===== config.mk =====
export PLATFORM = sky130hd
export DESIGN_NAME = pipe_ctrl
export DESIGN_NICKNAME = d
export VERILOG_FILES = /design/src/rtl/pipe_ctrl.sv
export SDC_FILE = /design/constraint.sdc
export NUM_CORES = 1
export LEC_CHECK = 0
export CAP_MARGIN = 20
export CORE_ASPECT_RATIO = 1.5
export CORE_MARGIN = 4
export CORE_UTILIZATION = 32
export DETAILED_ROUTE_END_ITERATION = 12
export PLACE_DENSITY_LB_ADDON = 0.15
export SLEW_MARGIN = 20
export SYNTH_ARGS = -nofsm -noshare
export SYNTH_HDL_FRONTEND = slang
export SYNTH_SLANG_ARGS = --single-unit

===== constraint.sdc =====
create_clock -name clk -period 2.01 [get_ports clk]
set_clock_uncertainty 0.2 [all_clocks]
set_input_delay 0.3015 -clock clk [delete_from_list [all_inputs] [get_ports clk]]
set_output_delay 0.3015 -clock clk [all_outputs]
set_load 0.005 [all_outputs]

===== src/rtl/pipe_ctrl.sv =====
// pipe_ctrl: hazard/stall/flush controller with multi-cycle op FSM; PIPE_CTRL_PERF_EN builds perf counters
module pipe_ctrl #(
  parameter int MDV_TIMEOUT = 64
) (
  input  logic        clk,
  input  logic        rst,
  input  logic        dec_rs1_en_i,
  input  logic        dec_rs2_en_i,
  input  logic [4:0]  dec_rs1_idx_i,
  input  logic [4:0]  dec_rs2_idx_i,
  input  logic        id_ex_rd_en_i,
  input  logic [4:0]  id_ex_rd_idx_i,
  input  logic        id_ex_is_load_i,
  input  logic        ex_pipe_flush_i,
  input  logic        ex_mdv_start_i,
  input  logic        ex_mdv_done_i,
  output logic        pc_stall_o,
  output logic        if_id_stall_o,
  output logic        id_ex_stall_o,
  output logic        if_id_flush_o,
  output logic        id_ex_flush_o,
  output logic        ex_mem_flush_o,
  output logic        mdv_busy_o,
  output logic        mdv_abort_o,
  output logic [31:0] stall_cnt_o,
  output logic [31:0] flush_cnt_o
);
  typedef enum logic {IDLE, MDV} state_t;
  localparam logic [7:0] TMO = 8'(MDV_TIMEOUT);
  state_t state, state_nx;
  logic [7:0] cnt, cnt_nx;
  logic lu, mdv_stall, lu_stall, if_id_f, id_ex_f, ex_mem_f, abort;
  // state and MDV cycle counter
  always_ff @(posedge clk) begin
    if (rst) begin
      state <= IDLE;
      cnt <= '0;
    end else begin
      state <= state_nx;
      cnt <= cnt_nx;
    end
  end
  // next state and raw controls: flush beats MDV, MDV beats load-use
  always_comb begin
    lu = id_ex_is_load_i & id_ex_rd_en_i & (id_ex_rd_idx_i != 5'd0) &
         ((dec_rs1_en_i & (dec_rs1_idx_i == id_ex_rd_idx_i)) |
          (dec_rs2_en_i & (dec_rs2_idx_i == id_ex_rd_idx_i)));
    state_nx = state;
    cnt_nx = cnt;
    mdv_stall = 1'b0;
    lu_stall = 1'b0;
    if_id_f = 1'b0;
    id_ex_f = 1'b0;
    ex_mem_f = 1'b0;
    abort = 1'b0;
    if (ex_pipe_flush_i) begin
      if_id_f = 1'b1;
      id_ex_f = 1'b1;
      abort = state == MDV;
      state_nx = IDLE;
    end else if (state == MDV) begin
      if (ex_mdv_done_i) begin
        state_nx = IDLE;
      end else if (cnt >= TMO) begin
        abort = 1'b1;
        id_ex_f = 1'b1;
        state_nx = IDLE;
      end else begin
        mdv_stall = 1'b1;
        ex_mem_f = 1'b1;
        cnt_nx = cnt + 8'd1;
      end
    end else if (ex_mdv_start_i) begin
      if (!ex_mdv_done_i) begin
        mdv_stall = 1'b1;
        ex_mem_f = 1'b1;
        state_nx = MDV;
        cnt_nx = 8'd1;
      end
    end else if (lu) begin
      lu_stall = 1'b1;
      id_ex_f = 1'b1;
    end
  end
  assign pc_stall_o     = !rst & (mdv_stall | lu_stall);
  assign if_id_stall_o  = !rst & (mdv_stall | lu_stall);
  assign id_ex_stall_o  = !rst & mdv_stall;
  assign if_id_flush_o  = !rst & if_id_f;
  assign id_ex_flush_o  = !rst & id_ex_f;
  assign ex_mem_flush_o = !rst & ex_mem_f;
  assign mdv_busy_o     = !rst & (state == MDV);
  assign mdv_abort_o    = !rst & abort;
`ifdef PIPE_CTRL_PERF_EN
  logic [31:0] stall_cnt, flush_cnt;
  // saturating stall / redirect counters
  always_ff @(posedge clk) begin
    if (rst) begin
      stall_cnt <= '0;
      flush_cnt <= '0;
    end else begin
      if (pc_stall_o && stall_cnt != '1) stall_cnt <= stall_cnt + 32'd1;
      if (ex_pipe_flush_i && flush_cnt != '1) flush_cnt <= flush_cnt + 32'd1;
    end
  end
  assign stall_cnt_o = rst ? '0 : stall_cnt;
  assign flush_cnt_o = rst ? '0 : flush_cnt;
`else
  assign stall_cnt_o = '0;
  assign flush_cnt_o = '0;
`endif
endmodule


==> summary.txt <==
Min path
  – Worst Hold Class: input pin to register
  – WHS Endpoint: state$_SDFF_PP0_
  – Hold Startpoint: ex_mdv_done_i
  – Worst hold stages: 4

Clock tree
  – H-Tree Depth: 1
  – Root buffer cell: clkbuf_8
  – Clk sink count: 9
  – CTS Hold Bufs: 0
  – CTS Buffer Depth: 2
  – Clk pin slew, worst setup/hold paths: 0.04 ns
  – CTS tree: yes
  – CTS Buf Count: 3
  – Clk Latency, worst-skew pair: 0.23 ns

Synth
  – Synth warn: 0
  – Compound-cell area share of the yosys netlist: 10.0%
  – Simple-Gate Fraction of Synth Area: 14.4%
  – Sequential area share after synthesis: 16.1%
  – Synth Instances: 140
  – Yosys cell types: 34
  – Post-synth top area share: 44.2%
  – Synth area leader: buf_4
  – Largest family of logic cells by synthesized area: buffers and inverters
  – Adder-Cell Fraction of Synth Area: 1.12%
  – Mux contribution to synthesized area: 0.893%
  – Register bit total from synthesis: 9
  – Synth Area in XOR/XNOR: 10.9%
  – Post-Syn Area: 1120 um2
  – Dominant cells by area after synthesis: buf_4 (44%), dfxtp_1 (16%), xor2_1 (8.6%), nor2_1 (3.0%), xnor2_1 (2.3%)
  – Syn Area/Cell: 8.01 um2

STA
  – Final hold vios: 0
  – Setup TNS: 0 ns
  – Fin crit period: 1.99 ns
  – Post-route setup slack: 0.0151 ns
  – # setup viols final: 0
  – RSZ-0062 raised after global routing: true
  – Max Freq: 501 MHz
  – Pins Over Slew Limit: 0
  – Fin crit share: 99.2%

Job
  – Max Cap Violations: 0

Place
  – DP Cell Count: 219
  – Worst slack, placed: -0.817 ns
  – Placed Area: 1290 um2
  – Routability cong.: 0.713
  – Final HPWL DP: 2210 um
  – Port bufs: 31

Route
  – Wl on met1: 727 um
  – Wire per inst: 11.7 um
  – DR pass1 iterations: 2
  – Via density per instance: 3.81
  – Antenna Violating Nets Remaining: 0
  – Initial DRC count: 9
  – Uppermost layer routed: met4
  – Routed wl met2: 1490 um
  – Drt total wl: 2640 um
  – Total number of vias: 861
  – DRC violations left: 0
  – Wire length on met3: 359 um

Final layout
  – Reg area: 181 um2
  – Fin cells: 226
  – Post-route cell area: 1470 um2
  – Final core occ: 43.5%
  – Fin nets: 210
  – Diodes inserted: 0
  – Layout cells sized above 1: 30.4%
  – Final-layout fill cell count: 370
  – Area Overhead vs Synth: 31.2%
  – Multi-input logic area: 807 um2

Floorplanning
  – Starting Density: 33.1%
  – Die outline height: 80.5 um
  – Top Ports: 96
  – Cell row count: 26
  – Chip width: 56.3 um
  – CORE AREA: 3380 um2
  – Area of the die: 4530 um2

GRT
  – Initial antenna violation count: 0
  – First-pass GRT wire length: 3620 um
  – Largest net degree at the start of global routing: 10
  – Total global-route track usage: 10.6%
  – GR Overflow Total: 0
  – Vias in the first global route: 846

Critical path
  – Worst Setup Start Kind: input pin
  – CP Capture Type: primary output
  – Worst r2r path cells: 5
  – Crit path DAT: 1.49 ns
  – Crit-path max FO: 2
  – Worst r2r dst: cnt[6]$_SDFFE_PP0P_
  – RR Startpoint: state$_SDFF_PP0_
  – Critical path data required time: 1.51 ns
  – Crit path kind: input pin to primary output
  – R2R setup slack: 0.36 ns

Outcome
  – Outcome: finished, final reports clean

Pwr
  – P_leak: 0.759 nW
  – PwrDens: 383 nW/um2
  – Peak VDD IR: 181 uV
kinds of logic (layout without fill, tap and decap cells):
| group | Yosys count | after routing |
|---|---|---|
| other | 1 | 64 |
| AOI/OAI and AO/OA | 15 | 15 |
| adders and majority gates | 1 | 1 |
| DFF | 9 | 9 |
| muxes | 1 | 1 |
| xor gates and xnor gates | 14 | 14 |
| and+or+nand+nor | 29 | 29 |
| buffers and inverters | 70 | 51 |
worst max-delay path by stage:
stage | slack, ns | from | cells after the start | endpoint
2_1_floorplan | 0.14 | id_ex_rd_idx_i[3] | 5 | pc_stall_o
3_3_place_gp | -0.80 | id_ex_rd_idx_i[0] | 6 | pc_stall_o
3_5_place_dp | -0.82 | id_ex_rd_idx_i[0] | 6 | pc_stall_o
4_1_cts | -0.11 | dec_rs2_idx_i[2] | 6 | pc_stall_o
5_1_grt | -0.07 | dec_rs2_idx_i[0] | 6 | pc_stall_o
6_report | 0.02 | dec_rs1_idx_i[0] | 6 | pc_stall_o
cell usage in the layout, fill, tap and decap left out, drive strengths merged:
master	instances
conb	64
buf	20
clkbuf	11
xor2	11
nor2	10
dfxtp	9
dlygate4sd2	7
dlymetal6s2s	6
nand2	4
inv	3
nor4	3
xnor2	3
o21ai	3
a21oi	3
o211ai	3
and3	2
clkdlybuf4s50	2
and2	2
nor2b	2
nor3	2
clkdlybuf4s15	2
a32oi	1
or4	1
nor3b	1
o32ai	1
o21bai	1
a21o	1
nand4	1
mux2i	1
or3	1
o2111ai	1
o21ba	1
ha	1
cells in the mapped netlist:
master     count
buf_4         66
xor2_1        11
dfxtp_1        9
nor2_1         9
nand2_1        4
inv_1          3
nor4_1         3
xnor2_1        3
a21oi_1        2
and3_1         2
nor2b_1        2
nor3_1         2
o211ai_1       2
o21ai_0        2
a21o_1         1
a21oi_2        1
a32oi_1        1
and2_0         1
and2_2         1
buf_6          1
conb_1         1
ha_1           1
mux2i_1        1
nand4_1        1
nor2_2         1
nor3b_4        1
o2111ai_1      1
o211ai_2       1
o21ai_1        1
o21ba_2        1
o21bai_1       1
o32ai_1        1
or3_1          1
or4_1          1
metal layers:
| layer | GRT usage [%] | vias up |
|---|---|---|
| met1 | 6.80 | 380 |
| met2 | 22.6 | 64 |
| met3 | 4.50 | 6 |
| met4 | 6.65 | 0 |
| met5 | 0 | - |
| li1 | - | 411 |
flip-flops by register name (all words and copies together) (netlist names):
signal	flops
cnt	8
state	1
power breakdown:
group	leakage (nW)	switching [mW]	internal (mW)	total, mW
registers	0.0731	0.00191	0.181	0.183
logic	0.663	0.0959	0.0765	0.172
clock network	0.0228	0.0705	0.138	0.209
critical path, stage by stage:
cell and delay [ns]:
buf_6 0.10, xor2_2 0.18, nor4_2 0.27, a32oi_2 0.18, o32ai_4 0.30, buf_2 0.16
final cells by class:
class / count / area share [%]
clock buffers: 4 / 3.06
inverters: 3 / 0.765
multi-input cells: 124 / 54.8
flip-flops and latches: 9 / 12.3
well taps: 42 / 3.57
repair buffers: 44 / 25.4
metrics by stage:
| step | hold WS (ns) | total power [mW] |
|---|---|---|
| finish | 0.266 | 0.564 |
| global route | 0.274 | 0.592 |
| CTS | 0.276 | 0.547 |
| detailed placement | 0.270 | 0.334 |
| global placement | 0.261 | 0.333 |
| floorplan | 0.242 | 0.342 |
what timing repair did:
| item | 4_1_cts | 5_1_grt |
|---|---|---|
| gates resized for setup | 52 | 49 |
| pin swaps | 7 | 18 |
| buffers inserted | 1 | 2 |
| endpoints found under the setup margin | 8 | 5 |
Note: power is estimated with default switching activity, not from simulation.
